`src/rtl/rr_decoder_arbiter_pkg.sv`:
```
// Shared constants, state encoding and round-robin pick helper for rr_decoder_arbiter.
package rr_decoder_arbiter_pkg;

  localparam int unsigned N_REQ = 8;
  localparam int unsigned IDX_W = 3;
  localparam int unsigned CNT_W = 8;

  typedef enum logic {
    ST_IDLE  = 1'b0,
    ST_GRANT = 1'b1
  } state_e;

  // Rotate the request vector right by ptr so the pointed-to requester lands
  // in bit 0, pick the lowest set bit, then undo the rotation by adding ptr
  // back (3-bit add wraps modulo 8).
  function automatic logic [IDX_W-1:0] rr_pick(input logic [N_REQ-1:0] req,
                                               input logic [IDX_W-1:0] ptr);
    logic [2*N_REQ-1:0] dbl;
    logic [N_REQ-1:0]   rot;
    logic [IDX_W-1:0]   enc;
    dbl = {req, req};
    rot = N_REQ'(dbl >> ptr);
    enc = '0;
    for (int unsigned i = N_REQ; i > 0; i--) begin
      if (rot[i-1]) enc = IDX_W'(i - 1);
    end
    return enc + ptr;
  endfunction

endpackage

```
`src/rtl/rr_decoder_arbiter_dec3to8.sv`:
```
// Pure combinational 3-to-8 decoder with enable; output is all-zero when disabled.
module dec3to8
  import rr_decoder_arbiter_pkg::*;
(
  input  logic             en_i,
  input  logic [IDX_W-1:0] idx_i,
  output logic [N_REQ-1:0] dec_o
);

  // One-hot decode of idx_i, gated by en_i.
  always_comb begin
    dec_o = '0;
    if (en_i) dec_o[idx_i] = 1'b1;
  end

endmodule

```
`src/rtl/rr_decoder_arbiter.sv`:
```
// Round-robin arbiter for eight requesters sharing one decoded select resource.
// Grant is held until DONE or request withdrawal. Optional hold timeout is
// compiled in with macro ARB_TIMEOUT_EN (forced release after HOLD_MAX cycles).
module rr_decoder_arbiter
  import rr_decoder_arbiter_pkg::*;
#(
  parameter int unsigned HOLD_MAX = 15
) (
  input  logic             CLK,
  input  logic             RST_N,
  input  logic [N_REQ-1:0] REQ,
  input  logic             DONE,
  output logic [IDX_W-1:0] GNT_IDX,
  output logic             GNT_VLD,
  output logic [N_REQ-1:0] GNT,
  output logic             TIMEOUT
);

  if (HOLD_MAX < 1 || HOLD_MAX > 255) begin : g_hold_range
    $error("rr_decoder_arbiter: HOLD_MAX must be in 1..255");
  end

  state_e           state_q, state_d;
  logic [IDX_W-1:0] ptr_q,   ptr_d;
  logic [IDX_W-1:0] idx_q,   idx_d;
  logic             vld_q,   vld_d;
  logic             rel_norm;
  logic             rel_force;

  // Normal release: owner finished or dropped its request.
  assign rel_norm = DONE || !REQ[idx_q];

`ifdef ARB_TIMEOUT_EN
  localparam logic [CNT_W-1:0] HOLD_LAST = CNT_W'(HOLD_MAX - 1);

  logic [CNT_W-1:0] cnt_q, cnt_d;
  logic             to_q,  to_d;

  assign rel_force = (state_q == ST_GRANT) && (cnt_q == HOLD_LAST);

  // Hold counter clears on grant entry and counts every GRANT cycle;
  // TIMEOUT flags a release caused only by the counter.
  always_comb begin
    cnt_d = cnt_q;
    to_d  = 1'b0;
    if (state_q == ST_IDLE) begin
      cnt_d = '0;
    end else begin
      cnt_d = cnt_q + 1'b1;
      to_d  = rel_force && !rel_norm;
    end
  end

  // Hold counter and timeout pulse registers.
  always_ff @(posedge CLK or negedge RST_N) begin
    if (!RST_N) begin
      cnt_q <= '0;
      to_q  <= 1'b0;
    end else begin
      cnt_q <= cnt_d;
      to_q  <= to_d;
    end
  end

  assign TIMEOUT = to_q;
`else
  assign rel_force = 1'b0;
  assign TIMEOUT   = 1'b0;
`endif

  // Next-state logic: arbitrate in IDLE, watch release conditions in GRANT.
  always_comb begin
    state_d = state_q;
    ptr_d   = ptr_q;
    idx_d   = idx_q;
    vld_d   = vld_q;
    case (state_q)
      ST_IDLE: begin
        if (|REQ) begin
          idx_d   = rr_pick(REQ, ptr_q);
          vld_d   = 1'b1;
          state_d = ST_GRANT;
        end
      end
      ST_GRANT: begin
        if (rel_norm || rel_force) begin
          vld_d   = 1'b0;
          ptr_d   = idx_q + 1'b1;
          state_d = ST_IDLE;
        end
      end
      default: begin
        state_d = ST_IDLE;
        vld_d   = 1'b0;
      end
    endcase
  end

  // State, pointer and grant registers.
  always_ff @(posedge CLK or negedge RST_N) begin
    if (!RST_N) begin
      state_q <= ST_IDLE;
      ptr_q   <= '0;
      idx_q   <= '0;
      vld_q   <= 1'b0;
    end else begin
      state_q <= state_d;
      ptr_q   <= ptr_d;
      idx_q   <= idx_d;
      vld_q   <= vld_d;
    end
  end

  assign GNT_IDX = idx_q;
  assign GNT_VLD = vld_q;

  dec3to8 u_dec (
    .en_i  (vld_q),
    .idx_i (idx_q),
    .dec_o (GNT)
  );

endmodule

```
`config.mk`:
```
export PLATFORM = sky130hd
export DESIGN_NAME = rr_decoder_arbiter
export DESIGN_NICKNAME = d
export VERILOG_FILES = /design/src/rtl/rr_decoder_arbiter_pkg.sv /design/src/rtl/rr_decoder_arbiter_dec3to8.sv /design/src/rtl/rr_decoder_arbiter.sv
export SDC_FILE = /design/constraint.sdc
export NUM_CORES = 1
export LEC_CHECK = 0
export BUFFER_PORTS_ARGS = -buffer_cell sky130_fd_sc_hd__clkbuf_2
export CAP_MARGIN = 0
export CORE_ASPECT_RATIO = 0.7
export CORE_MARGIN = 4
export CORE_UTILIZATION = 40
export CTS_CLUSTER_SIZE = 25
export DETAILED_ROUTE_END_ITERATION = 10
export HOLD_SLACK_MARGIN = 0.03
export PLACE_DENSITY = 0.67
export SKIP_CTS_REPAIR_TIMING = 1
export SYNTH_ARGS = -nofsm -noshare
export SYNTH_HDL_FRONTEND = slang
export SYNTH_SLANG_ARGS = --single-unit
```
`constraint.sdc`:
```
create_clock -name CLK -period 5 [get_ports CLK]
set_input_delay 1 -clock CLK [delete_from_list [all_inputs] [get_ports CLK]]
set_output_delay 1 -clock CLK [all_outputs]
set_load 0.01 [all_outputs]
```
==> results by group <==
Timing
  – Slew margin rel.: 51.4%
  – Period utilization: 64.9%
  – Tightest Pin Transition: 0.729 ns
  – F_max: 0.308 GHz
  – Final Setup Violations: 0
  – Setup Skew: 0.00450 ns
  – Minimum clock period: 3.25 ns
  – RSZ-0062 raised after global routing: false
  – Fin. max-slew vios: 0
  – Endpoints failing hold: 0
  – Setup total negative slack: 0 ns
  – Final worst slack: 1.75 ns

GRT
  – Largest net degree at the start of global routing: 24
  – Via count of the first global-routing pass: 930
  – Grt total ovfl: 0
  – First-pass GRT wire length: 4270 um
  – Antenna violations before repair: 0
  – Global Route Usage Sum: 16.2%

Clock tree
  – Worst-path clk slew: 0.04 ns
  – Root Buffer: clkbuf_8
  – Inserted Clock Buffers: 3
  – Total clock sinks: 8
  – TritonCTS clock tree: yes
  – Clock H-tree levels: 1
  – Clock buffer depth: 2
  – Clock Latency Late Sink: 0.23 ns

Final layout
  – Multi-input logic area: 743 um2
  – Antenna cells: 0
  – Fin nets: 161
  – Finished Core Util: 47.5%
  – Final Non-Filler Cells: 179
  – Layout overhead on the synthesized area: 13.0%
  – Layout cell share with drive strength beyond 1: 24.1%
  – Reg area: 200 um2
  – # fillers: 229

Floorplanning
  – Die Y: 50.5 um
  – Initial Utilization: 42.0%
  – Full die area: 3470 um2
  – Die X: 68.8 um
  – Io pins: 24
  – Core area: 2460 um2
  – Row count: 15

Worst hold path
  – Tightest Hold Check Type: flop to flop
  – Worst hold path depth: 1
  – Hold endpoint: GNT_VLD
  – Hold Startpoint: GNT_VLD

Pwr
  – Cell Pwr Density: 600 nW/um2
  – Leakage dissipation: 0.000509 uW
  – Sw Share: 48.3%
  – Total power: 700 uW
  – Pint: 362 uW
  – Flop pwr share: 28.5%
  – Clock power share: 10.9%
  – Maximum vdd ir drop: 0.148 mV
  – Sw power: 338 uW
  – Logic pwr share: 60.6%

Worst setup path
  – R2R Setup Slk: 1.86 ns
  – CP Launch Type: input port
  – Slowest cell on the critical path: fa_1
  – Critical R2R Launch: ptr_q[1]
  – CP Class: input port to flop
  – Max FO, Critical Path: 10
  – CP arrival: 3.35 ns
  – Worst path cell trace: clkbuf_2 -> nor2b_1 -> nor2_1 -> a2bb2oi_1 -> o32a_1 -> o32ai_1 -> ha_1 -> inv_1 -> fa_1 -> inv_1 -> a211oi_1 -> a32oi_1 -> o41a_1 -> nand2_1
  – CP Data Required Time: 5.11 ns
  – CP most frequent cell: inv_1
  – Reg-to-reg endpoint: GNT_IDX[2]
  – Max incr delay on CP: 0.35 ns
  – Worst r2r path cells: 12
  – CP endpoint kind: flop

Detailed routing
  – # DRC: 0
  – First-pass DRT Iterations: 4
  – Via/cell ratio: 5.68
  – Post-DR wirelength/cell: 14.0 um
  – Vias: 1,017
  – Detailed Route Iter0 Violations: 153
  – WL final: 2500 um
  – Remaining antenna violation count: 0

Place
  – Placer Congestion: 0.868
  – DPL Wire Length: 1930 um
  – IO Port Bufs: 22
  – Setup slack at placement: 1.54 ns
  – Post-Place Cells: 176

Status
  – Status: finished clean

Synth
  – Sequential fraction of the synthesis area: 19.4%
  – Post-Syn Instances: 130
  – Mapped Area: 1030 um2
  – Asr flop ratio synth: 100%
  – EDFF count, synth: 0
  – Syn_nets: 144
  – Top cells by area, synth: dfrtp_1 (19%), mux2_2 (5.4%), nor2_1 (5.4%), mux2i_1 (4.8%), a211oi_1 (4.4%)
  – Distinct cells, synth: 40
  – Avg Inst Size Synth: 7.95 um2
  – Top-area cell type share of the netlist area: 19.4%
  – Dominant cell type by area after synthesis: dfrtp_1
  – Yosys warns: 0
  – Synth Flop Type: dfrtp_1
  – Yosys reg bits: 8

Run
  – Maxcap violations: 0
==> layout make-up <==
type	instances	area share [%]
tap	34	3.64
sequential	8	17.1
timing repair buffer	22	9.43
inverter	8	2.57
multi-input combinational	104	63.7
clock buffer	3	3.54
==> per-layer routing <==
metal  vias to the layer above  GRT usage (%)  part of all wire [%]
li1                        505              -                     -
met1                       468           25.0                    48
met2                        42           22.2                    44
met3                         2           4.25                   7.0
met4                         0           3.56                  0.72
met5                         -              0                     0
==> cell usage after synthesis (3+ instances only) <==
cell type / n
nor2_1: 15
nand2_1: 11
a21oi_1: 8
dfrtp_1: 8
inv_1: 8
a211oi_1: 6
buf_2: 6
nand2b_1: 6
nor3_1: 6
mux2_2: 5
mux2i_1: 5
nor2b_1: 4
o21ai_0: 4
a32oi_1: 3
==> power by group through the flow <==
stage | registers [uW] | logic, uW | clock network [uW]
after detailed placement | 201 | 421 | 0
after global routing | 212 | 478 | 82.0
after global placement | 199 | 416 | 0
after floorplan | 141 | 391 | 0
after CTS | 199 | 424 | 77.5
final | 200 | 424 | 76.0
==> worst max-delay path: cells and delay by family <==
kind	cells	cell delay, ns
adder cells (fa/ha/maj)	2	0.54
AO/OA/AOI/OAI	6	1.18
buffers and inverters	3	0.31
AND/OR/NAND/NOR	3	0.32
==> flip-flops by register name (all words and copies together), names as in the netlist <==
signal   count
state_q      1
GNT_VLD      1
ptr_q        3
GNT_IDX      3
==> worst max path at each step <==
stage                start    endpoint  slack, ns  depth (start not counted)
floorplan           REQ[6]  GNT_IDX[2]       1.79                         14
global placement    REQ[0]  GNT_IDX[2]       1.62                         14
detailed placement  REQ[6]  GNT_IDX[2]       1.54                         14
CTS                 REQ[6]  GNT_IDX[2]       1.78                         14
global route        REQ[6]  GNT_IDX[2]       1.56                         14
finish              REQ[6]  GNT_IDX[2]       1.75                         14
==> logic make-up (layout without fill, tap and decap cells) <==
kind of cell / after synthesis / count (layout) / share of synthesized area (%)
xor gates and xnor gates: 1 / 1 / 0.848
AOI/OAI and AO/OA: 37 / 37 / 26.0
buffers and inverters: 18 / 33 / 8.72
DFF: 8 / 8 / 19.4
and+or+nand+nor: 48 / 48 / 22.0
muxes: 14 / 14 / 18.3
adders and majority gates: 3 / 3 / 4.36
other: 1 / 1 / 0.363
==> metrics by stage <==
stage | hold slack (ns) | instance area, um2
floorplan | 0.524 | 1030
global placement | 0.525 | 1130
detailed placement | 0.537 | 1130
CTS | 0.547 | 1170
global route | 0.576 | 1170
finish | 0.540 | 1170
==> cells in the final DEF (no fill, tap or decap), types with 3 or more instances in the layout <==
cell type  instances
nor2_1            15
mux2i_1            5
nor3_1             6
dfrtp_1            8
inv_1              8
o21ai_0            4
a32oi_1            3
nand2b_1           6
a211oi_1           6
clkbuf_2          22
nor2b_1            4
mux2_2             5
clkbuf_8           3
nand2_1           11
a21oi_1            8
Note: power is estimated with default switching activity, not from simulation.
